### config.mk
export PLATFORM = sky130hd
export DESIGN_NAME = bcd_time_entry
export DESIGN_NICKNAME = d
export VERILOG_FILES = /design/src/rtl/bcd_time_entry.sv
export SDC_FILE = /design/constraint.sdc
export NUM_CORES = 1
export LEC_CHECK = 0
export BUFFER_PORTS_ARGS = -buffer_cell sky130_fd_sc_hd__buf_4
export CORE_AREA = 2 2 122 65
export DETAILED_ROUTE_END_ITERATION = 7
export DIE_AREA = 0 0 124 67
export GPL_TIMING_DRIVEN = 0
export PLACE_DENSITY = 0.66
export SETUP_SLACK_MARGIN = 0.1
export SYNTH_ARGS = -nofsm -noshare
export SYNTH_HDL_FRONTEND = slang
export SYNTH_SLANG_ARGS = --single-unit
export TNS_END_PERCENT = 5
### constraint.sdc
create_clock -name clk -period 5.7 [get_ports clk]
set_clock_uncertainty 0.05 [all_clocks]
set_input_delay 1.425 -clock clk [delete_from_list [all_inputs] [get_ports clk]]
set_output_delay 1.425 -clock clk [all_outputs]
set_load 0.02 [all_outputs]
### src/rtl/bcd_time_entry.sv
// rtl/bcd_time_entry.sv - keypad BCD digit assembler committing Ta/Tpv/Tsv durations
// Two-digit calculator-style entry, range check on enter, idle timeout discards partial entries.
module bcd_time_entry #(
  parameter int TA_DEFAULT     = 3,
  parameter int TPV_DEFAULT    = 20,
  parameter int TSV_DEFAULT    = 10,
  parameter int T_MIN          = 1,
  parameter int T_MAX          = 99,
  parameter int TIMEOUT_CYCLES = 250000000
) (
  input  logic       clk,
  input  logic       rst_n,
  input  logic       digit_valid,
  input  logic [3:0] digit,
  input  logic [1:0] sel,
  input  logic       enter,
  input  logic       cancel,
  output logic [6:0] Ta,
  output logic [6:0] Tpv,
  output logic [6:0] Tsv,
  output logic [3:0] entryTens,
  output logic [3:0] entryUnit,
  output logic       busy,
  output logic       commit,
  output logic       error
);

  localparam int CW = (TIMEOUT_CYCLES > 2) ? $clog2(TIMEOUT_CYCLES) : 1;
  localparam logic [CW-1:0] CNT_LAST = CW'(TIMEOUT_CYCLES - 1);
  localparam logic [6:0] MIN_V = 7'(T_MIN);
  localparam logic [6:0] MAX_V = 7'(T_MAX);

  typedef enum logic [1:0] {EMPTY, ONE, TWO} state_t;

  state_t        state;
  logic [CW-1:0] cnt;
  logic [6:0]    value;
  logic          digit_ok;
  logic          value_ok;

  // tens*10 as shift-and-add; largest result is 99 so 7 bits never overflow
  always_comb begin
    value    = ({3'b000, entryTens} << 3) + ({3'b000, entryTens} << 1) + {3'b000, entryUnit};
    digit_ok = (digit <= 4'd9);
    value_ok = (value >= MIN_V) && (value <= MAX_V) && (sel != 2'b11);
  end

  always_ff @(posedge clk or negedge rst_n) begin
    if (!rst_n) begin
      state     <= EMPTY;
      cnt       <= '0;
      Ta        <= 7'(TA_DEFAULT);
      Tpv       <= 7'(TPV_DEFAULT);
      Tsv       <= 7'(TSV_DEFAULT);
      entryTens <= 4'd0;
      entryUnit <= 4'd0;
      busy      <= 1'b0;
      commit    <= 1'b0;
      error     <= 1'b0;
    end else begin
      commit <= 1'b0;
      error  <= 1'b0;
      if (cancel) begin
        state     <= EMPTY;
        cnt       <= '0;
        entryTens <= 4'd0;
        entryUnit <= 4'd0;
        busy      <= 1'b0;
      end else if (enter) begin
        if (state != EMPTY && value_ok) begin
          case (sel)
            2'b00:   Ta  <= value;
            2'b01:   Tpv <= value;
            2'b10:   Tsv <= value;
            default: ;
          endcase
          commit <= 1'b1;
        end else begin
          error <= 1'b1;
        end
        state     <= EMPTY;
        cnt       <= '0;
        entryTens <= 4'd0;
        entryUnit <= 4'd0;
        busy      <= 1'b0;
      end else if (digit_valid) begin
        if (!digit_ok) begin
          // a rejected digit is not activity; it still ages the entry but cannot itself expire it
          error <= 1'b1;
          if (state != EMPTY && cnt != CNT_LAST) begin
            cnt <= cnt + 1'b1;
          end
        end else begin
          entryTens <= (state == EMPTY) ? 4'd0 : entryUnit;
          entryUnit <= digit;
          state     <= (state == EMPTY) ? ONE : TWO;
          cnt       <= '0;
          busy      <= 1'b1;
        end
      end else if (state != EMPTY) begin
        if (cnt == CNT_LAST) begin
          state     <= EMPTY;
          cnt       <= '0;
          entryTens <= 4'd0;
          entryUnit <= 4'd0;
          busy      <= 1'b0;
          error     <= 1'b1;
        end else begin
          cnt <= cnt + 1'b1;
        end
      end
    end
  end

endmodule

==> results of run 1 <==
-- metal layers --
layer / global-route usage [%] / up-vias
li1: - / 1232
met1: 34.5 / 1257
met2: 24.1 / 69
met3: 9.08 / 6
met4: 5.90 / 0
met5: 0 / -
-- registers in the layout (all words and copies together) (netlist names) --
signal and count:
Ta 7, commit 1, Tsv 7, Tpv 7, entryUnit 4, error 1
entryTens 4, state 2, busy 1, cnt 28
-- report_power, final --
group          total, uW  switching (uW)  internal [uW]  leakage [uW]
Sequential           447            2.60            444      0.000841
Clock                549             190            360      0.000152
Combinational       53.4            36.1           17.4      0.000813
-- cell families (layout without fill, tap and decap cells) --
kind of cell	count (synthesis)	after routing	synth area share, %
and+or+nand+nor	131	131	22.1
DFF	62	62	48.5
AOI/OAI and AO/OA	45	45	9.57
xor gates and xnor gates	22	22	5.99
muxes	20	20	6.97
buffers and inverters	19	77	2.57
adders and majority gates	10	10	4.36
-- Yosys cell counts, types with 2 or more instances --
master	n	share of area, %
dfrtp_1	56	44
nor2_1	35	4.1
nand2_1	21	2.5
xnor2_1	20	5.4
mux2_2	19	6.7
nand3_1	14	2.2
nor3_1	12	1.9
nor4_1	10	1.9
o21ai_0	10	1.6
a22o_1	9	2.5
inv_1	9	1.1
ha_1	8	3.1
a21oi_1	7	1.1
and3_1	7	1.4
a21o_1	6	1.4
dfstp_2	6	4.9
clkbuf_1	5	0.58
nand4_1	5	0.97
o31ai_1	4	0.93
buf_2	3	0.47
nand2b_1	3	0.58
or2_2	3	0.58
a211oi_1	2	0.47
and4_1	2	0.54
buf_4	2	0.47
fa_1	2	1.2
nand4b_1	2	0.54
nor2b_1	2	0.39
nor3b_1	2	0.47
nor4_4	2	1.3
nor4b_1	2	0.54
o22ai_1	2	0.39
or4_1	2	0.47
or4b_1	2	0.62
xor2_1	2	0.54
-- final cells by class --
| class | instances | area, um^2 | area share, % |
|---|---|---|---|
| multi-input combinational | 228 | 1570 | 39.8 |
| sequential | 62 | 1560 | 39.4 |
| timing repair buffer | 42 | 315 | 7.98 |
| clock buffer | 12 | 256 | 6.49 |
| tap | 96 | 120 | 3.04 |
| buffer | 10 | 48.8 | 1.23 |
| clock inverter | 4 | 45.0 | 1.14 |
| inverter | 9 | 33.8 | 0.855 |
-- critical path, delay by kind of cell, from the launching register on --
| kind | cells | cell delay (ns) |
|---|---|---|
| buffers and inverters | 2 | 0.42 |
| flip-flops | 1 | 0.40 |
| multiplexers | 2 | 0.55 |
| adder cells (fa/ha/maj) | 2 | 1.19 |
| AND/OR/NAND/NOR | 3 | 0.92 |
| AO/OA/AOI/OAI | 1 | 0.17 |
-- per-stage QoR --
step | hold WS (ns) | instances
after detailed placement | 0.420 | 447
after CTS | 0.432 | 463
final | 0.427 | 463
after global placement | 0.405 | 447
after floorplan | 0.390 | 309
after global routing | 0.448 | 463
-- worst max path at each step --
| stage | slack [ns] | cells after the start | to | start |
|---|---|---|---|---|
| 2_1_floorplan | 2.33 | 10 | Ta[2]$_DFFE_PN0P_ | entryTens[0]$_DFFE_PN0P_ |
| 3_3_place_gp | 1.99 | 7 | cnt[3]$_DFFE_PN0P_ | cancel |
| 3_5_place_dp | 1.95 | 7 | cnt[12]$_DFFE_PN0P_ | cancel |
| 4_1_cts | 1.94 | 10 | Tpv[6]$_DFFE_PN0P_ | entryTens[0]$_DFFE_PN0P_ |
| 5_1_grt | 1.67 | 10 | Tpv[0]$_DFFE_PN0P_ | entryTens[0]$_DFFE_PN0P_ |
| 6_report | 1.88 | 10 | Tpv[6]$_DFFE_PN0P_ | entryTens[2]$_DFFE_PN0P_ |
==> results by group, run 1 <==
Layout
  – Final core utilization: 55.2%
  – Post-route cell area: roughly 0.004 mm^2
  – Diode count: 0
  – Final net count: approximately 380
  – Most frequent cells in the layout: dfrtp_1, buf_4, nor2_1, nand2_1, xnor2_1
  – Commonest non-fill, non-tap cell in the layout: dfrtp_1
  – P&R area growth vs syn: 22.9%
  – Filler cells: ~630
  – Layout cells sized above 1: between 20% and 30%

GRT
  – Vias in the first global route: approximately 2,300
  – Remaining global-route overflow: 0
  – Gr usage total: 21.4%
  – Largest net degree at the start of global routing: 63
  – Initial antenna violation count: 0
  – First-pass GRT wire length: between 10,000 and 15,000 um

Drt
  – Met1 wire length: ~4400 um
  – DR vias/cell: 5.54
  – Routed wl met2: approximately 2700 um
  – Highest metal used: met4
  – DRC: 0
  – ANT nets after route: 0
  – Vias: approximately 2,600
  – WL final: around 7800 um
  – Metal3 WL: around 630 um
  – Routed length per instance: roughly 17 um
  – Initial DRT Pass Iterations: 4
  – Iter 0 DRT Violations: between 150 and 200

Critical path
  – CP most frequent cell: fa_1
  – Worst path cell trace: inv_1 -> fa_1 -> fa_1 -> nand2b_1 -> nor4_1 -> o21ai_0 -> mux2i_1 -> clkbuf_1 -> nor2_1 -> mux2_2
  – Critical R2R Capture: Tpv[6]$_DFFE_PN0P_
  – Crit start category: flip-flop
  – Worst Path Required: around 5.9 ns
  – Reg2reg start: entryTens[2]$_DFFE_PN0P_
  – Critical path fanouts, max: 10
  – Data arrival time of the worst path: a little under 4 ns
  – CP max-delay cell: fa_1
  – Reg2Reg Depth: 10
  – FF-to-FF setup slack: around 1.9 ns
  – Setup crit end kind: flip-flop
  – Critical path class: reg2reg
  – Worst path max stage delay: ~0.68 ns

CTS
  – Clock transition at path regs: ~0.050 ns
  – CTS tree: done
  – Clk Tree Root Cell: clkbuf_16
  – Total CTS buffers: 9
  – PostCTS Resize Cnt: 0
  – CTS Buffer Depth: 2
  – Clk_lat worst skew: 0.33 ns
  – Cts hold-fix bufs: 0
  – Post-CTS Repair Setup Buffers: 0
  – H-tree levels: 3
  – CTS sink cnt: slightly above 60

Yosys
  – FF+latch count, synth: 62
  – Synth warn: 0
  – Post-synthesis cell type count: 46
  – Register area share after synthesis: between 40% and 50%
  – Mapped Cells: ~310
  – Mean Syn Cell Area: 10.4 um^2
  – Number of synthesized flops with an enable pin: 0
  – Syn nets: 330
  – Main synth FF type: dfrtp_1
  – Async S/R FF share, synth: 100%
  – Post-synthesis cell area: 0.00322 mm^2

Hold path
  – WHS Path Cells: 2
  – Worst Hold Path EP: state[0]$_DFFE_PN0P_
  – Hold Path Class: reg2reg
  – Hold_sp: state[0]$_DFFE_PN0P_

Timing
  – Max Freq: between 200 and 300 MHz
  – Slew @ Worst Pin: roughly 0.98 ns
  – Final worst setup slack: between 1.5 and 2 ns
  – RSZ-0062 raised after global routing: no
  – Rel. slew slack: approximately 34%
  – Final hold violation count: 0
  – Setup violators final: 0
  – Final worst path period need: 3.82 ns
  – Total negative slack: 0 ns
  – Period utilisation layout: around two thirds
  – Slew Viols, Final: 0

Pwr
  – Maximum VDD drop: between 0.00015 and 0.0002 V
  – Leakage power: between 0.0015 and 0.002 uW
  – Total power draw: between 1000 and 1500 uW
  – Power Density: about 270 mW/mm^2

Floorplan
  – Die height: about 67 um
  – Die width: between 100 and 150 um
  – Core area: 0.00716 mm^2
  – Row cnt: 22
  – Initial Util: between 40% and 50%
  – Io pins: between 40 and 50
  – Total die area: slightly above 0.008 mm^2

Placement
  – Pre-CTS setup slack: a little under 2 ns
  – DP HPWL: 5790 um
  – GPL Wtd Cong: between 0.8 and 0.9
  – PortBufs: 42
  – Post-DP Area: between 0.003 and 0.004 mm^2

Run status
  – Status: finished, final reports clean

Run
  – Max cap viols: 0
Power figures use the tool's default switching activity.
==> run 2: changes to the inputs <==
==> constraint.sdc (replaced) <==
create_clock -name clk -period 3.53 [get_ports clk]
set_clock_uncertainty 0.05 [all_clocks]
set_input_delay 0.8825 -clock clk [delete_from_list [all_inputs] [get_ports clk]]
set_output_delay 0.8825 -clock clk [all_outputs]
set_load 0.02 [all_outputs]
==> run 2 against run 1 <==
Sequential power is 61% higher; global-route usage stayed put; worst setup slack worse by 1.6 ns; via count hardly changed; clock-buffer cell count stayed put; sequential cell count stayed put; clock power is 62% higher; cell count stayed put; first-iteration DRC count is 4.5% lower; non-clock buffer count stayed put; combinational power is 70% higher; register-to-register slack worse by 1.6 ns; largest cell class unchanged.
==> results by group, run 2 (synthesis gave the netlist of run 1 again) <==
CTS
  – Clk Tree Root Cell: clkbuf_16 (unchanged)
  – CTS tree: done (unchanged)
  – Total CTS buffers: 9 (unchanged)
  – CTS sink cnt: 62 (unchanged)
  – Clk_lat worst skew: 0.33 ns (about the same)
  – Clock transition at path regs: 0.05 ns (about the same)
  – CTS Buffer Depth: 2 (unchanged)
  – H-tree levels: 3 (unchanged)

Floorplan
  – Die width: 124 um (unchanged)
  – Row cnt: 22 (unchanged)
  – Die height: 67 um (unchanged)
  – Core area: 0.00716 mm^2 (unchanged)
  – Total die area: 0.00831 mm^2 (unchanged)
  – Initial Util: 44.9% (unchanged)
  – Io pins: 43 (unchanged)

Critical path
  – Critical R2R Capture: Tpv[6]$_DFFE_PN0P_ (unchanged)
  – Reg2reg start: entryTens[0]$_DFFE_PN0P_ (was entryTens[2]$_DFFE_PN0P_)
  – Crit start category: flip-flop (unchanged)
  – FF-to-FF setup slack: 0.25 ns (was 1.88 ns)
  – Worst Path Required: 3.69 ns (was 5.86 ns)
  – Critical path fanouts, max: 10 (unchanged)
  – Data arrival time of the worst path: 3.44 ns (was 3.98 ns)
  – Reg2Reg Depth: 10 (unchanged)
  – Setup crit end kind: flip-flop (unchanged)
  – Critical path class: reg2reg (unchanged)

Timing
  – Max Freq: 305 MHz (was 262 MHz)
  – Rel. slew slack: 33.4% (was 34.4%)
  – Final hold violation count: 0 (unchanged)
  – Period utilisation layout: 92.9% (was 67.0%)
  – Slew @ Worst Pin: 0.994 ns (was 0.978 ns)
  – Final worst setup slack: 0.251 ns (was 1.88 ns)
  – RSZ-0062 raised after global routing: no (unchanged)
  – Slew Viols, Final: 0 (unchanged)
  – Setup violators final: 0 (unchanged)
  – Final worst path period need: 3.28 ns (was 3.82 ns)

Placement
  – DP HPWL: 5790 um (unchanged)
  – GPL Wtd Cong: 0.872 (unchanged)
  – PortBufs: 42 (unchanged)
  – Post-DP Area: 0.00365 mm^2 (unchanged)
  – Pre-CTS setup slack: -0.183 ns (was 1.95 ns)

Drt
  – ANT nets after route: 0 (unchanged)
  – Routed length per instance: 16.9 um (was 16.8 um)
  – Vias: 2,563 (was 2,564)
  – DRC: 0 (unchanged)
  – DR vias/cell: 5.54 (about the same)
  – WL final: 7830 um (was 7800 um)
  – Iter 0 DRT Violations: 169 (was 177)
  – Initial DRT Pass Iterations: 4 (unchanged)

Layout
  – Final net count: 383 (unchanged)
  – Filler cells: 621 (was 629)
  – Post-route cell area: 0.00400 mm^2 (was 0.00395 mm^2)
  – P&R area growth vs syn: 24.4% (was 22.9%)
  – Max FFs per register: 28 (unchanged)
  – Most frequent cells in the layout: dfrtp_1, buf_4, nor2_1, nand2_1, xnor2_1 (unchanged)
  – Commonest non-fill, non-tap cell in the layout: dfrtp_1 (unchanged)
  – Reg with most FFs: cnt (unchanged)
  – Diode count: 0 (unchanged)
  – Layout cells sized above 1: 28.1% (was 25.6%)
  – Final core utilization: 55.9% (was 55.2%)

Pwr
  – Leakage power: 0.00181 uW (about the same)
  – Combinational Power Share: 5.3% (was 5.1%)
  – Sw Ratio: 21.9% (was 21.8%)
  – Sequential power share: 42.4% (was 42.6%)
  – Clock power frac: 52.2% (was 52.3%)
  – Net Sw Power: 373 uW (was 228 uW)
  – Maximum VDD drop: 0.000272 V (was 0.000168 V)
  – Cell-internal power: 1330 uW (was 821 uW)
  – Power Density: 425 mW/mm^2 (was 266 mW/mm^2)

Hold path
  – Hold Path Class: reg2reg (unchanged)
  – Worst Hold Path EP: state[0]$_DFFE_PN0P_ (unchanged)
  – WHS Path Cells: 2 (unchanged)
  – Hold_sp: state[0]$_DFFE_PN0P_ (unchanged)

GRT
  – Gr usage total: 21.4% (unchanged)
  – First-pass GRT wire length: 12,700 um (about the same)
  – Initial antenna violation count: 0 (unchanged)
  – Remaining global-route overflow: 0 (unchanged)
  – Vias in the first global route: 2,344 (was 2,329)
  – Largest net degree at the start of global routing: 63 (unchanged)

Run
  – Max cap viols: 0 (unchanged)

Run status
  – Status: finished, final reports clean (unchanged)
[run 2: power by group through the flow]
stage	sequential [uW]	clock, uW	combinational, uW
detailed placement	733	0	86.7
floorplan	736	0	37.5
global route	722	955	100
finish	721	889	91.0
CTS	721	907	88.4
global placement	733	0	85.4
[run 2: layout make-up]
cell class / instances / area (um^2) / area share (%)
multi-input cells: 228 / 1620 / 40.5
flip-flops and latches: 62 / 1560 / 39.0
repair buffers: 42 / 315 / 7.88
clock buffers: 12 / 256 / 6.41
well taps: 96 / 120 / 3.00
plain buffers: 10 / 52.6 / 1.31
clock inverters: 4 / 45.0 / 1.13
inverters: 9 / 33.8 / 0.844
[run 2: critical path, cell delays in order, from the launching register on]
cell and delay, ns:
dfrtp_1 0.37, inv_1 0.09, fa_1 0.60, fa_2 0.51, nand2b_4 0.12, o21ai_0 0.07, or4_1 0.55, mux2i_2 0.21
buf_4 0.22, nor2_4 0.10, mux2_2 0.29
[run 2: per-layer routing]
layer  wire length [um]  global-route usage (%)  vias up
li1                   -                       -     1228
met1               4340                    33.9     1250
met2               2710                    24.5       78
met3                703                    9.59        7
met4                 70                    5.90        0
met5                  0                       0        -
[run 2: what timing repair did]
action	4_1_cts	5_1_grt
endpoints found under the setup margin	17	22
buffers inserted	0	0
gates resized for setup	5	9
hold buffers	0	0
[run 2: per-stage QoR]
step	hold slack (ns)	power, uW	cells	TNS (ns)
floorplan	0.390	774	309	0
global placement	0.405	819	447	-1.68
detailed placement	0.420	820	447	-1.73
CTS	0.432	1720	463	0
global route	0.448	1780	463	0
finish	0.427	1700	463	0
[run 2: how the worst max path moves through the flow]
stage                              from                  to  slack (ns)  depth (start not counted)
2_1_floorplan  entryTens[0]$_DFFE_PN0P_   Ta[2]$_DFFE_PN0P_        0.16                         10
3_3_place_gp   entryTens[0]$_DFFE_PN0P_  Tpv[1]$_DFFE_PN0P_       -0.17                         10
3_5_place_dp   entryTens[2]$_DFFE_PN0P_  Tpv[6]$_DFFE_PN0P_       -0.18                         10
4_1_cts        entryTens[0]$_DFFE_PN0P_  Tsv[2]$_DFFE_PN0P_        0.07                          9
5_1_grt        entryTens[1]$_DFFE_PN0P_  Tpv[0]$_DFFE_PN0P_        0.10                         11
6_report       entryTens[0]$_DFFE_PN0P_  Tpv[6]$_DFFE_PN0P_        0.25                         10
==> run 3: changes to the inputs <==
==> constraint.sdc (replaced) <==
create_clock -name clk -period 4.1 [get_ports clk]
set_clock_uncertainty 0.05 [all_clocks]
set_input_delay 1.025 -clock clk [delete_from_list [all_inputs] [get_ports clk]]
set_output_delay 1.025 -clock clk [all_outputs]
set_load 0.02 [all_outputs]
==> run 3 against run 2 <==
Cell count is the same; first-iteration DRC count is 7.7% higher; fmax down 14%; combinational power decreased by 18%; sequential share of layout area is 0.46 points higher; routed wire length down 0.20%; global-route usage stayed put; hold slack barely moved; clock-buffer cell count is the same; die area is the same; utilization shrank 0.65 points; largest power group unchanged.
==> results by group, run 3 (synthesis gave the netlist of run 1 again) <==
CTS
  – Total CTS buffers: 9 (unchanged)
  – Clk Tree Root Cell: clkbuf_16 (unchanged)
  – Cts hold-fix bufs: 0 (unchanged)
  – Clk_lat worst skew: 0.33 ns (about the same)
  – Post-CTS Repair Setup Buffers: 0 (unchanged)
  – CTS tree: done (unchanged)
  – Clock transition at path regs: 0.05 ns (about the same)
  – CTS Buffer Depth: 2 (unchanged)
  – H-tree levels: 3 (unchanged)
  – PostCTS Resize Cnt: 0 (was 5)
  – CTS sink cnt: 62 (unchanged)

Critical path
  – Data arrival time of the worst path: 3.97 ns (was 3.44 ns)
  – Critical path class: reg2reg (unchanged)
  – Crit start category: flip-flop (unchanged)
  – Critical path fanouts, max: 10 (unchanged)
  – Setup crit end kind: flip-flop (unchanged)
  – FF-to-FF setup slack: 0.30 ns (was 0.25 ns)
  – Worst Path Required: 4.26 ns (was 3.69 ns)

Floorplan
  – Die height: 67 um (unchanged)
  – Total die area: 0.00831 mm^2 (unchanged)
  – Row cnt: 22 (unchanged)
  – Initial Util: 44.9% (unchanged)
  – Die width: 124 um (unchanged)
  – Io pins: 43 (unchanged)
  – Core area: 0.00716 mm^2 (unchanged)

Pwr
  – Leakage power: 0.00181 uW (about the same)
  – Maximum VDD drop: 0.000233 V (was 0.000272 V)
  – Power Density: 369 mW/mm^2 (was 425 mW/mm^2)

Layout
  – Most frequent cells in the layout: dfrtp_1, buf_4, nor2_1, nand2_1, xnor2_1 (unchanged)
  – Layout cells sized above 1: 25.9% (was 28.1%)
  – P&R area growth vs syn: 23.0% (was 24.4%)
  – Max FFs per register: 28 (unchanged)
  – Final core utilization: 55.3% (was 55.9%)
  – Diode count: 0 (unchanged)
  – Final Non-Filler Cells: 463 (unchanged)
  – Commonest non-fill, non-tap cell in the layout: dfrtp_1 (unchanged)
  – Multi-input logic area: 0.00158 mm^2 (was 0.00162 mm^2)
  – Filler cells: 628 (was 621)
  – Sequential Area: 0.00156 mm^2 (unchanged)
  – Reg with most FFs: cnt (unchanged)
  – Final net count: 383 (unchanged)

Timing
  – Max Freq: 263 MHz (was 305 MHz)
  – Setup violators final: 0 (unchanged)
  – Slew Viols, Final: 0 (unchanged)
  – Final hold violation count: 0 (unchanged)
  – Slew @ Worst Pin: 1.02 ns (was 0.994 ns)
  – Rel. slew slack: 31.7% (was 33.4%)
  – RSZ-0062 raised after global routing: no (unchanged)
  – Total negative slack: 0 ns (unchanged)
  – Final worst path period need: 3.80 ns (was 3.28 ns)
  – Period utilisation layout: 92.8% (was 92.9%)

GRT
  – Vias in the first global route: 2,329 (was 2,344)
  – Largest net degree at the start of global routing: 63 (unchanged)
  – Remaining global-route overflow: 0 (unchanged)
  – First-pass GRT wire length: 12,700 um (about the same)
  – Initial antenna violation count: 0 (unchanged)
  – Gr usage total: 21.4% (unchanged)

Drt
  – Routed length per instance: 16.9 um (about the same)
  – WL final: 7810 um (was 7830 um)
  – Vias: 2,570 (was 2,563)
  – ANT nets after route: 0 (unchanged)
  – Iter 0 DRT Violations: 182 (was 169)
  – DRC: 0 (unchanged)
  – DR vias/cell: 5.55 (was 5.54)
  – Initial DRT Pass Iterations: 4 (unchanged)

Run
  – Max cap viols: 0 (unchanged)

Placement
  – PortBufs: 42 (unchanged)
  – GPL Wtd Cong: 0.872 (unchanged)
  – Inst Count DP: 447 (unchanged)
  – DP HPWL: 5790 um (unchanged)

Hold path
  – Hold Path Class: reg2reg (unchanged)

Run status
  – Status: finished, final reports clean (unchanged)
## run 3: cell count changes in the layout (fill, tap and decap cells not counted), sizes merged
cell    previous run  this run
buf               48        47
clkbuf            16        17
## run 3: critical path, stage by stage, from the launching register on
cell      delay, ns
dfrtp_1        0.40
inv_1          0.09
fa_1           0.51
fa_1           0.68
nand2b_1       0.16
nor4_1         0.46
o21ai_0        0.17
mux2i_1        0.21
clkbuf_1       0.35
nor2_1         0.28
mux2_2         0.33
## run 3: worst paths after layout
check                           cells after the start                      from                   end
worst max-delay path                               10  entryTens[2]$_DFFE_PN0P_     Ta[2]$_DFFE_PN0P_
worst min-delay path                                2      state[0]$_DFFE_PN0P_  state[0]$_DFFE_PN0P_
worst max register to register                     10  entryTens[2]$_DFFE_PN0P_     Ta[2]$_DFFE_PN0P_
worst min register to register                      2      state[0]$_DFFE_PN0P_  state[0]$_DFFE_PN0P_
max in group asynchronous                           1                     rst_n  state[0]$_DFFE_PN0P_
min in group asynchronous                           1                     rst_n    Tsv[2]$_DFFE_PN0P_
## run 3: area by class of cell
| type | instances | area share, % |
|---|---|---|
| sequential | 62 | 39.4 |
| timing repair buffer | 42 | 7.97 |
| inverter | 9 | 0.854 |
| clock buffer | 12 | 6.49 |
| buffer | 10 | 1.23 |
| multi-input combinational | 228 | 39.9 |
| clock inverter | 4 | 1.14 |
| tap | 96 | 3.04 |
## run 3: where the power goes
part | total, uW | internal (uW) | switching [uW]
clock network | 763 | 500 | 263
registers | 621 | 618 | 3.62
logic | 74.5 | 24.2 | 50.3
## run 3: through the flow
stage,power (uW),cell area [um^2],hold slack (ns),setup slack [ns]
final,1460,3960,0.427,0.296
after global routing,1530,3960,0.448,0.111
after CTS,1480,3950,0.432,0.343
after detailed placement,706,3650,0.420,0.387
after global placement,705,3650,0.405,0.398
after floorplan,666,3220,0.390,0.734
## run 3: metal layers
metal	track usage, %	share of wire (%)
met1	34.5	56
met2	24.1	35
met3	9.08	8.2
met4	5.90	0.92
met5	0	0
